### config.mk
export PLATFORM = sky130hd
export DESIGN_NAME = uart_tx_frame
export DESIGN_NICKNAME = d
export VERILOG_FILES = /design/src/rtl/uart_pkg.sv /design/src/rtl/uart_bit_timer.sv /design/src/rtl/uart_tx_frame.sv
export SDC_FILE = /design/constraint.sdc
export NUM_CORES = 1
export LEC_CHECK = 0
export ABC_AREA = 1
export CAP_MARGIN = 10
export CORE_ASPECT_RATIO = 1.75
export CORE_UTILIZATION = 30
export CTS_CLUSTER_SIZE = 10
export DETAILED_ROUTE_END_ITERATION = 8
export PLACE_DENSITY_LB_ADDON = 0.08
export SYNTH_ARGS = -nofsm -noshare
export SYNTH_HDL_FRONTEND = slang
export SYNTH_SLANG_ARGS = --single-unit
### constraint.sdc
create_clock -name clk -period 3.2 [get_ports clk]
set_input_delay 0.64 -clock clk [delete_from_list [all_inputs] [get_ports clk]]
set_output_delay 0.64 -clock clk [all_outputs]
set_load 0.05 [all_outputs]
### src/rtl/uart_pkg.sv
// Shared types and helpers for the parametrised UART transmitter.
// Holds the shift FSM encoding, parity mode encodings and the parity function.
package uart_pkg;

  typedef enum logic [2:0] {
    ST_IDLE  = 3'd0,
    ST_START = 3'd1,
    ST_DATA  = 3'd2,
    ST_PAR   = 3'd3,
    ST_STOP  = 3'd4
  } state_t;

  localparam logic [1:0] PAR_NONE = 2'd0;
  localparam logic [1:0] PAR_ODD  = 2'd1;
  localparam logic [1:0] PAR_EVEN = 2'd2;

  // Callers zero-extend their word; the extra zeros do not change the XOR.
  function automatic logic par_bit(input logic [15:0] data, input logic [1:0] mode);
    logic x;
    x = ^data;
    case (mode)
      PAR_ODD:  par_bit = ~x;
      PAR_EVEN: par_bit = x;
      default:  par_bit = 1'b0;
    endcase
  endfunction

endpackage

### src/rtl/uart_bit_timer.sv
// Bit-period down-counter: bit_end marks the last cycle of each bit period.
// Reloaded with div-1 on load (frame start) and at every bit boundary.
module uart_bit_timer
  import uart_pkg::*;
#(
  parameter int DIV_W = 16
) (
  input  logic             clk,
  input  logic             rst_n,
  input  logic             load,
  input  logic [DIV_W-1:0] div,
  output logic             bit_end
);

  logic [DIV_W-1:0] cnt;

  assign bit_end = (cnt == '0);

  always_ff @(posedge clk or negedge rst_n) begin
    if (!rst_n) begin
      cnt <= '0;
    end else if (load || bit_end) begin
      cnt <= div - 1'b1;
    end else begin
      cnt <= cnt - 1'b1;
    end
  end

endmodule

### src/rtl/uart_tx_frame.sv
// UART transmitter with configurable data width, parity and stop bits,
// a per-frame runtime baud divisor and a one-word holding buffer.
//
// Stream handshake: a word transfers on any rising edge where s_valid and
// s_ready are both high; s_ready is high exactly when the holding buffer is
// empty, and s_data is only sampled on that transfer edge.
module uart_tx_frame
  import uart_pkg::*;
#(
  parameter int CLK_SPEED = 100_000_000,
  parameter int BAUD      = 115200,
  parameter int DATA_BITS = 8,
  parameter int PARITY    = 0,
  parameter int STOP_BITS = 1,
  parameter int DIV_W     = 16
) (
  input  logic                 clk,
  input  logic                 rst_n,
  input  logic                 s_valid,
  output logic                 s_ready,
  input  logic [DATA_BITS-1:0] s_data,
  input  logic [DIV_W-1:0]     baud_div,
  output logic                 tx,
  output logic                 tx_busy
);

  localparam int DEF_DIV = CLK_SPEED / BAUD;
  localparam int CNT_W   = $clog2(DATA_BITS + 1);

  state_t               state;
  logic [DATA_BITS-1:0] shift;
  logic [DATA_BITS-1:0] buf_data;
  logic                 buf_full;
  logic [CNT_W-1:0]     bit_cnt;
  logic                 stop_cnt;
  logic                 par_q;
  logic [DIV_W-1:0]     div_q;

  logic [DIV_W-1:0]     eff_div;
  logic [DIV_W-1:0]     timer_div;
  logic                 bit_end;
  logic                 last_stop;
  logic                 frame_start;
  logic                 accept;

  assign eff_div     = (baud_div == '0) ? DIV_W'(DEF_DIV) : baud_div;
  assign last_stop   = (state == ST_STOP) && bit_end && (stop_cnt == 1'(STOP_BITS - 1));
  assign frame_start = buf_full && ((state == ST_IDLE) || last_stop);
  assign accept      = s_valid && !buf_full;

  // In IDLE the timer is fed a divisor of 1 so it parks at zero.
  assign timer_div = frame_start         ? eff_div :
                     (state == ST_IDLE)  ? DIV_W'(1) : div_q;

  assign s_ready = !buf_full;
  assign tx_busy = (state != ST_IDLE) || buf_full;

  uart_bit_timer #(
    .DIV_W (DIV_W)
  ) u_bit_timer (
    .clk     (clk),
    .rst_n   (rst_n),
    .load    (frame_start),
    .div     (timer_div),
    .bit_end (bit_end)
  );

  always_ff @(posedge clk or negedge rst_n) begin
    if (!rst_n) begin
      state    <= ST_IDLE;
      tx       <= 1'b1;
      shift    <= '0;
      buf_data <= '0;
      buf_full <= 1'b0;
      bit_cnt  <= '0;
      stop_cnt <= 1'b0;
      par_q    <= 1'b0;
      div_q    <= DIV_W'(DEF_DIV);
    end else begin
      if (frame_start) begin
        state    <= ST_START;
        tx       <= 1'b0;
        shift    <= buf_data;
        par_q    <= par_bit(16'(buf_data), 2'(PARITY));
        div_q    <= eff_div;
        bit_cnt  <= '0;
        stop_cnt <= 1'b0;
        buf_full <= 1'b0;
      end else begin
        case (state)
          ST_IDLE: begin
            tx <= 1'b1;
          end
          ST_START: begin
            if (bit_end) begin
              state   <= ST_DATA;
              tx      <= shift[0];
              shift   <= shift >> 1;
              bit_cnt <= '0;
            end
          end
          ST_DATA: begin
            if (bit_end) begin
              if (bit_cnt == CNT_W'(DATA_BITS - 1)) begin
                if (PARITY != 0) begin
                  state <= ST_PAR;
                  tx    <= par_q;
                end else begin
                  state    <= ST_STOP;
                  tx       <= 1'b1;
                  stop_cnt <= 1'b0;
                end
              end else begin
                tx      <= shift[0];
                shift   <= shift >> 1;
                bit_cnt <= bit_cnt + 1'b1;
              end
            end
          end
          ST_PAR: begin
            if (bit_end) begin
              state    <= ST_STOP;
              tx       <= 1'b1;
              stop_cnt <= 1'b0;
            end
          end
          ST_STOP: begin
            tx <= 1'b1;
            if (bit_end) begin
              // A full buffer at this point is handled by frame_start above.
              if (stop_cnt == 1'(STOP_BITS - 1)) begin
                state <= ST_IDLE;
              end else begin
                stop_cnt <= 1'b1;
              end
            end
          end
          default: begin
            state <= ST_IDLE;
            tx    <= 1'b1;
          end
        endcase
      end

      // Placed last so a same-edge refill wins over the frame-start empty.
      if (accept) begin
        buf_data <= s_data;
        buf_full <= 1'b1;
      end
    end
  end

endmodule

# After elaboration in Yosys (flattened, before gate mapping)
# Cells that the tools add are included.
# Widths: inputs -> output; s select.
[word_totals]
out_inout_bits = 3
inputBits = 27
ff_bits = 58
wordCells = 82
[op_classes]
n_reduce_logical = 19
n_eq_ne = 13
n_addsub = 3
bitwise = 1
mux = 37
[op_table]
columns = ["cell", "count"]
rows = [
  ["$mux 16", 4],
  ["$logic_not 16->1", 2],
  ["$mux 8", 4],
  ["$sub 16x1->16 const B", 2],
  ["$mux 3", 7],
  ["$ne 3x3->1 const B", 7],
  ["$mux 4", 4],
  ["$pmux 8 s2", 1],
  ["$pmux 3 s5", 1],
  ["$mux 1", 13],
  ["$pmux 4 s2", 1],
  ["$reduce_and 7->1", 1],
  ["$eq 3x2->1 const B", 2],
  ["$pmux 1 s3", 2],
  ["$reduce_bool 3->1", 2],
  ["$reduce_and 5->1", 1],
  ["$add 4x1->4 const B", 1],
  ["$eq 4x3->1 const B", 1],
  ["$logic_and 1x1->1", 4],
  ["$reduce_and 4->1", 1],
  ["$reduce_bool 4->1", 1],
  ["$eq 3x1->1 const B", 1],
  ["$eq 3x3->1 const B", 1],
  ["$logic_not 3->1", 1],
  ["6 further kinds", 8],
]

# Longest topological paths before layout
# Gate-level depths: netlist (run 1).
[logic_depth]
depth_word = 8
mapped_depth = 17
mapped_depth_nobuf = 16

# Cells and area by module
# From an unflattened synthesis (run 1), not the netlist that was laid out.
[hier_totals]
hier_cells = 448
area_unflattened_um2 = 3344.5
[by_module_without_submodules]
columns = ["mod", "instances", "area_each_um2", "cells_each"]
rows = [
  ["uart_tx_frame", 1, 2108.3, 267],
  ["uart_bit_timer", 1, 1236.2, 181],
]

# Worst setup path before layout (run 1)
# No wires, ideal clock.
[synth_timing]
path_kind = "reg2reg"
startpoint = "register buf_full"
endpoint = "register u_bit_timer.cnt[14]"
setup_slack_ns = 1.311
arrival_ns = 1.768
path_buffers = 0
path_stages_with_launch = 11
cell_sequence = "dfrtp_1 -> inv_2 -> o21ai_4 -> or2_2 -> nand2_1 -> ha_1 -> inv_1 -> nor2_4 -> nand2_2 -> o21bai_1 -> nand2_1"
[synth_via]
elab_chain_cells = 4
word_cells_on_any_way = 5
classes_between = "add/sub: 1; mux: 2; reduce/logical: 2"
[synth_rtl]
columns = ["element", "line_no", "rtl"]
rows = [
  ["start, declared", "uart_tx_frame.sv:33", "logic buf_full;"],
  ["start signal, assigned", "uart_tx_frame.sv:74", "buf_full <= 1'b0;"],
  ["start signal, assigned", "uart_tx_frame.sv:88", "buf_full <= 1'b0;"],
  ["start signal, assigned", "uart_tx_frame.sv:148", "buf_full <= 1'b1;"],
  ["$logic_and 1x1->1 *", "uart_tx_frame.sv:48", "assign frame_start = buf_full && ((state == ST_IDLE) || last_stop);"],
  ["$mux 16", "uart_tx_frame.sv:52", "assign timer_div = frame_start ? eff_div :"],
  ["$sub 16x1->16", "uart_bit_timer.sv:23", "cnt <= div - 1'b1;"],
  ["$mux 16 *", "uart_bit_timer.sv:22", "end else if (load || bit_end) begin"],
  ["end signal, assigned", "uart_bit_timer.sv:23", ""],
  ["end signal, assigned", "uart_bit_timer.sv:25", "cnt <= cnt - 1'b1;"],
  ["end, declared", "uart_bit_timer.sv:15", "logic [DIV_W-1:0] cnt;"],
]
# Every way passes the cells marked *; elsewhere a longest branch is shown, timed or not.
# A chain may end at the register's enable or synchronous reset.

# Worst setup path after layout (run 1)
[layout_timing]
startpoint = "register state[0]"
endpoint = "output port tx_busy"
[layout_via]
elab_chain_cells = 2
[layout_rtl]
columns = ["element", "line_no", "rtl"]
rows = [
  ["start, declared", "uart_tx_frame.sv:30", "state_t state;"],
  ["start signal, assigned", "uart_tx_frame.sv:70", "state <= ST_IDLE;"],
  ["start signal, assigned", "uart_tx_frame.sv:81", "state <= ST_START;"],
  ["start signal, assigned", "uart_tx_frame.sv:96", "state <= ST_DATA;"],
  ["$reduce_bool 3->1", "uart_tx_frame.sv:56", "assign tx_busy = (state != ST_IDLE) || buf_full;"],
  ["$logic_or 1x1->1", "uart_tx_frame.sv:56", ""],
  ["end, declared", "uart_tx_frame.sv:24", "output logic tx_busy"],
]
# Every way passes these cells.

==> out/results.tsv, run 1 <==
metric	value	unit
final hold vios	0	
max-cap violation count	0	
hold crit path type	input port to asynchronous set/reset pin	
gr usage total	16.9	%
final global-route overflow total	0	
DIE AREA	11200	um^2
Die W	80.6	um
Initial Util	31.1	%
ratio of cells with drive above 1 in the final layout	20.5	%
Slew HR	41.6	%
area occupied by multi-input gates	1580	um^2
FMAX	0.378	GHz
CTS buffer count	9	
outcome	finished, final reports clean	
Post-synth top cells	nand2_1, dfrtp_1, nor2_1	
root buffer cell	clkbuf_16	
FILL cells	1135	
RSZ-0062 raised after global routing	false	
register area	1430	um^2
WHS	385	ps
CP Max Fanout	6	
post-DR vias/cell	4.77	
Register-to-Register Path Depth	11	
vias in the first global route	2786	
FF-to-FF Start	state[0]	
Synth cell types	33	
Crit Path Class	flip-flop to primary output	
first-pass GRT wire length	14.0	mm
Max rail drop VDD	291	uV
hold buffers post-CTS	0	
post-synthesis cell count	403	
pin count of the biggest net entering global routing	34	
1st-pass router iterations	4	
CP arrival	2010	ps
fin crit period	2650	ps
setup bufs post-CTS	0	
combinational share of power	22.4	%
clk sinks	57	
average instance area after synthesis	8.05	um^2
Layout area overhead	22.6	%
Synth Flop Type	dfrtp_1	
register share of total power	36.6	%
Clock power frac	41.0	%
Ys Warns	0	
# diodes	0	
drt total wl	8.57	mm
TritonCTS clock tree	done	
startpoint types	flip-flop	
H-tree depth	3	
DR WL/cell	15.0	um
Max Slew Vio Count	0	
Clk Latency, worst-skew pair	330	ps
count leader, synth	nand2_1	
Synth async-reset ratio	100	%
crit path from	state[0]	
cts repair resizes	0	
synthesis-stage register bit count	57	
Setup crit end kind	primary output	
Critical Path RT	2560	ps
Row Count	49	
clk_skew	5.95	ps
Die H	140	um
gp weighted congestion	0.844	
IO Pins	30	
Syn Std Cell Area	3240	um^2
power per cell area	648	nW/um^2
final setup TNS	0	ps
antenna viol nets, final	0	
DR iter-0 viols	79	
Core Footprint	10400	um^2
Final Setup Violations	0	
Worst R2R End	u_bit_timer.cnt[14]	
fin crit share	82.7	%
number of synthesized flops with an enable pin	0	
switching share of power	28.4	%
clk slew on worst S/H paths	50	ps
CTS Buffer Depth	2	
Post-Syn Nets	432	
internal power	1.84	mW
post-synth top area cell	dfrtp_1	
number of nets in the finished design	467	
Port Buf Inserts	29	
hpwl dp	6.24	mm
top cell type's share of synthesized area	39.4	%
synth top area cells	dfrtp_1, nand2_1, nand3_1	
vias	2718	
sequential fraction of the synthesis area	44.2	%
Leakage	1.79	nW
DRC viols	0	
slew at the pin closest to its max-slew limit	873	ps
Psw	732	uW
initial antenna violation count	0	
Worst R2R Setup Slack	620	ps
[flip-flops by register name, indices dropped and copies added (netlist names)]
name             flops
bit_cnt              4
buf_data             8
buf_full             1
div_q               16
shift                8
state                3
tx                   1
u_bit_timer.cnt     16
[worst max-delay path, stage by stage, from the launching register on]
cell,delay (ps)
dfrtp_1,430
nor2_4,150
nand2_4,100
inv_1,200
nand2_1,90
clkdlybuf4s50_1,710
[cells in the final DEF, fill, tap and decap left out, types with 4 or more instances in the layout]
master | netlist | routed
nand2_1 | 97 | 97
dfrtp_1 | 51 | 51
nor2_1 | 46 | 46
nand3_1 | 36 | 36
inv_1 | 35 | 35
clkdlybuf4s50_1 | 0 | 28
o21ai_0 | 22 | 22
nand2_2 | 19 | 19
or2_2 | 13 | 13
clkbuf_16 | 0 | 9
nor2_2 | 8 | 8
mux2_2 | 8 | 8
xor2_1 | 7 | 7
a31oi_1 | 6 | 6
dfstp_2 | 6 | 6
nor2_4 | 5 | 5
nand3_2 | 5 | 5
buf_4 | 2 | 5
or2_1 | 4 | 4
[kinds of logic after synthesis]
kind of cell | count (synthesis) | share of synthesized area (%)
multiplexers | 8 | 2.78
AO/OA/AOI/OAI | 38 | 6.87
adder cells (fa/ha/maj) | 2 | 0.771
flip-flops | 57 | 44.2
buffers and inverters | 49 | 7.21
XOR/XNOR | 9 | 2.43
AND/OR/NAND/NOR | 240 | 35.7
[how the worst max path moves through the flow]
stage / end / cells past startpoint
after floorplan: u_bit_timer.cnt[14] / 10
final: tx_busy / 5
after detailed placement: u_bit_timer.cnt[13] / 14
after CTS: tx_busy / 5
after global placement: u_bit_timer.cnt[14] / 14
after global routing: u_bit_timer.cnt[14] / 11
[area by class of cell]
class	count	area share (%)
timing repair buffer	35	8.62
multi-input combinational	297	39.6
inverter	38	3.59
clock inverter	2	1.51
sequential	57	36.0
tap	127	3.99
clock buffer	14	6.64
[per-layer routing]
layer | wire length [um] | track usage, % | up-vias
met3 | 196 | 2.03 | 15
met1 | 3370 | 18.1 | 1305
li1 | - | - | 1357
met2 | 4830 | 31.6 | 41
met4 | 176 | 7.99 | 0
met5 | 0 | 0 | -
[per-stage QoR]
step                      util (%)  worst slack [ps]  power, mW  instance area, um^2  instances
final                         38.2               554       2.58                 3980        570
after global routing          38.2               374       2.71                 3980        570
after CTS                     38.2               508       2.61                 3980        570
after detailed placement      35.1               405       1.54                 3650        554
after global placement        35.1               415       1.53                 3650        554
after floorplan                  -              1310       1.38                 3240        403
[power groups by stage]
stage          combinational [mW]  sequential, mW  clock, mW
6_report                    0.576           0.943       1.06
3_5_place_dp                0.586           0.953          0
5_1_grt                     0.649           0.960       1.10
4_1_cts                     0.588           0.943       1.07
3_3_place_gp                0.585           0.950          0
2_1_floorplan               0.441           0.935          0
No activity file was read; power rests on OpenSTA's default activity.
==> run 2: changes to the inputs <==
==> constraint.sdc (replaced) <==
create_clock -name clk -period 2.1 [get_ports clk]
set_input_delay 0.42 -clock clk [delete_from_list [all_inputs] [get_ports clk]]
set_output_delay 0.42 -clock clk [all_outputs]
set_load 0.05 [all_outputs]
==> out/results.tsv, run 2 (same netlist as run 1, synthesis figures left out) <==
metric	value	unit
first-pass GRT wire length	14.0	mm
biggest regs	div_q (16), u_bit_timer.cnt (16)	
antenna viol nets, final	0	
final hold vios	0	
fin crit share	99.7	%
register area	1430	um^2
area occupied by multi-input gates	1790	um^2
Max rail drop VDD	440	uV
ratio of cells with drive above 1 in the final layout	37.9	%
Initial Util	31.1	%
combinational share of power	31.5	%
Core Footprint	10400	um^2
outcome	finished, final reports clean	
Max Slew Vio Count	0	
power per cell area	883	nW/um^2
Leakage	2.11	nW
Die H	140	um
hold crit path type	input port to asynchronous set/reset pin	
Crit Path Class	flip-flop to flip-flop	
hpwl dp	6.41	mm
final global-route overflow total	0	
initial antenna violation count	0	
slowest stage delay, CP	380	ps
Worst R2R Setup Slack	6	ps
vias in the first global route	2870	
clk slew on worst S/H paths	50	ps
clk sinks	57	
Slew HR	75.1	%
commonest cells after routing, fill and taps aside	nand2_1, buf_4, dfrtp_1	
TritonCTS clock tree	done	
Crit path max-delay family	simple AND/OR/NAND/NOR gates	
Setup crit end kind	flip-flop	
IO Pins	30	
startpoint types	flip-flop	
FILL cells	1081	
Setup WS pre-CTS	-478	ps
fin crit period	2090	ps
vias	2879	
DR iter-0 viols	102	
Bufs and invs on worst path	2	
Critical Path RT	2320	ps
FMAX	0.477	GHz
DRT met1 WL	3.30	mm
drt total wl	8.55	mm
pin count of the biggest net entering global routing	58	
Clk Latency, worst-skew pair	330	ps
CTS Buffer Depth	2	
post-DR vias/cell	4.60	
switching share of power	31.5	%
WL met2	4.87	mm
uppermost layer routed	met4	
met3 routed WL	192	um
hold buffers post-CTS	0	
slew at the pin closest to its max-slew limit	372	ps
gp weighted congestion	0.765	
Layout area overhead	43.6	%
internal power	2.82	mW
CP arrival	2310	ps
register share of total power	35.1	%
critical-path cell list	nor2_2, nand2_1, nor2_2, nand2_2, nand2_4, nand2_8, nand2_2, nand3_2, nand2_4, ha_4, inv_2, nor2_4, buf_4, nand3_2, nand3_1, nand2_1	
Clock power frac	33.4	%
max-cap violation count	0	
Die W	80.6	um
worst setup margin	5.65	ps
root buffer cell	clkbuf_16	
Port Buf Inserts	29	
clk_skew	4.30	ps
CP Max Fanout	7	
H-tree depth	3	
Row Count	49	
Psw	1.29	mW
Final Setup Violations	0	
DIE AREA	11200	um^2
Pwr Total	4.11	mW
DRC viols	0	
most common cell after layout, fill and taps aside	nand2_1	
Critical-path top delay cell	dfrtp_1	
DR WL/cell	13.7	um
1st-pass router iterations	4	
CTS buffer count	9	
number of nets in the finished design	523	
gr usage total	16.8	%
# diodes	0	
RSZ-0062 raised after global routing	true	
## run 2: changes by cell type in the layout (fill, tap and decap cells not counted), sizes merged, moves of 2 or more
cell           before  now
clkbuf             14   11
buf                 7   66
clkinvlp            0    2
clkinv              0    3
bufinv              2    0
clkdlybuf4s50      28   24
## run 2: per-stage QoR
stage | util [%] | hold slack (ps) | area, um^2 | cells | TNS, ps
floorplan | - | 124 | 3240 | 403 | 0
global placement | 39.1 | 461 | 4070 | 601 | -5180
detailed placement | 39.1 | 458 | 4070 | 601 | -5140
CTS | 43.1 | 106 | 4490 | 619 | -149
global route | 44.7 | 120 | 4660 | 626 | -1060
finish | 44.7 | 83.0 | 4660 | 626 | 0
## run 2: routing by layer
layer  vias to the layer above  global-route usage [%]
met3                        12                    2.82
met1                      1363                    18.2
met2                        37                    31.0
met4                         0                    7.24
met5                         -                       0
li1                       1467                       -
## run 2: layout make-up
type,count,share of cell area (%)
Multi-Input combinational cell,297,38.3
Inverter,38,3.06
Tap cell,127,3.41
Clock buffer,11,5.43
Clock inverter,5,0.645
Sequential cell,57,30.8
Timing Repair Buffer,91,18.3
## run 2: worst reg2reg max path, stage by stage, from the launching register on
cell,delay [ps]
dfrtp_1,380
nor2_2,150
nand2_1,80
nor2_2,110
nand2_2,100
nand2_4,130
nand2_8,100
nand2_2,80
nand3_2,70
nand2_4,100
ha_4,130
inv_2,40
nor2_4,180
buf_4,150
nand3_2,60
nand3_1,70
nand2_1,50
## run 2: power by group through the flow
stage	sequential [mW]	clock (mW)	combinational, mW
2_1_floorplan	1.42	0	0.671
3_3_place_gp	1.45	0	1.04
3_5_place_dp	1.46	0	1.05
4_1_cts	1.44	1.40	1.15
5_1_grt	1.47	1.45	1.44
6_report	1.44	1.37	1.30
## run 2: final timing paths
kind	from	endpoint	depth (start not counted)
worst max-delay path	u_bit_timer.cnt[1]	u_bit_timer.cnt[12]	16
worst min-delay path	rst_n	u_bit_timer.cnt[8]	2
worst max register to register	u_bit_timer.cnt[1]	u_bit_timer.cnt[12]	16
worst min register to register	buf_data[0]	shift[0]	2
max in group asynchronous	rst_n	tx	2
min in group clk	buf_data[0]	shift[0]	2
## run 2: what timing repair did
| action | CTS | global route |
|---|---|---|
| buffers inserted | 2 | 7 |
| pin swaps | 15 | 19 |
| setup endpoints to repair | 18 | 20 |
| gates resized for setup | 32 | 27 |
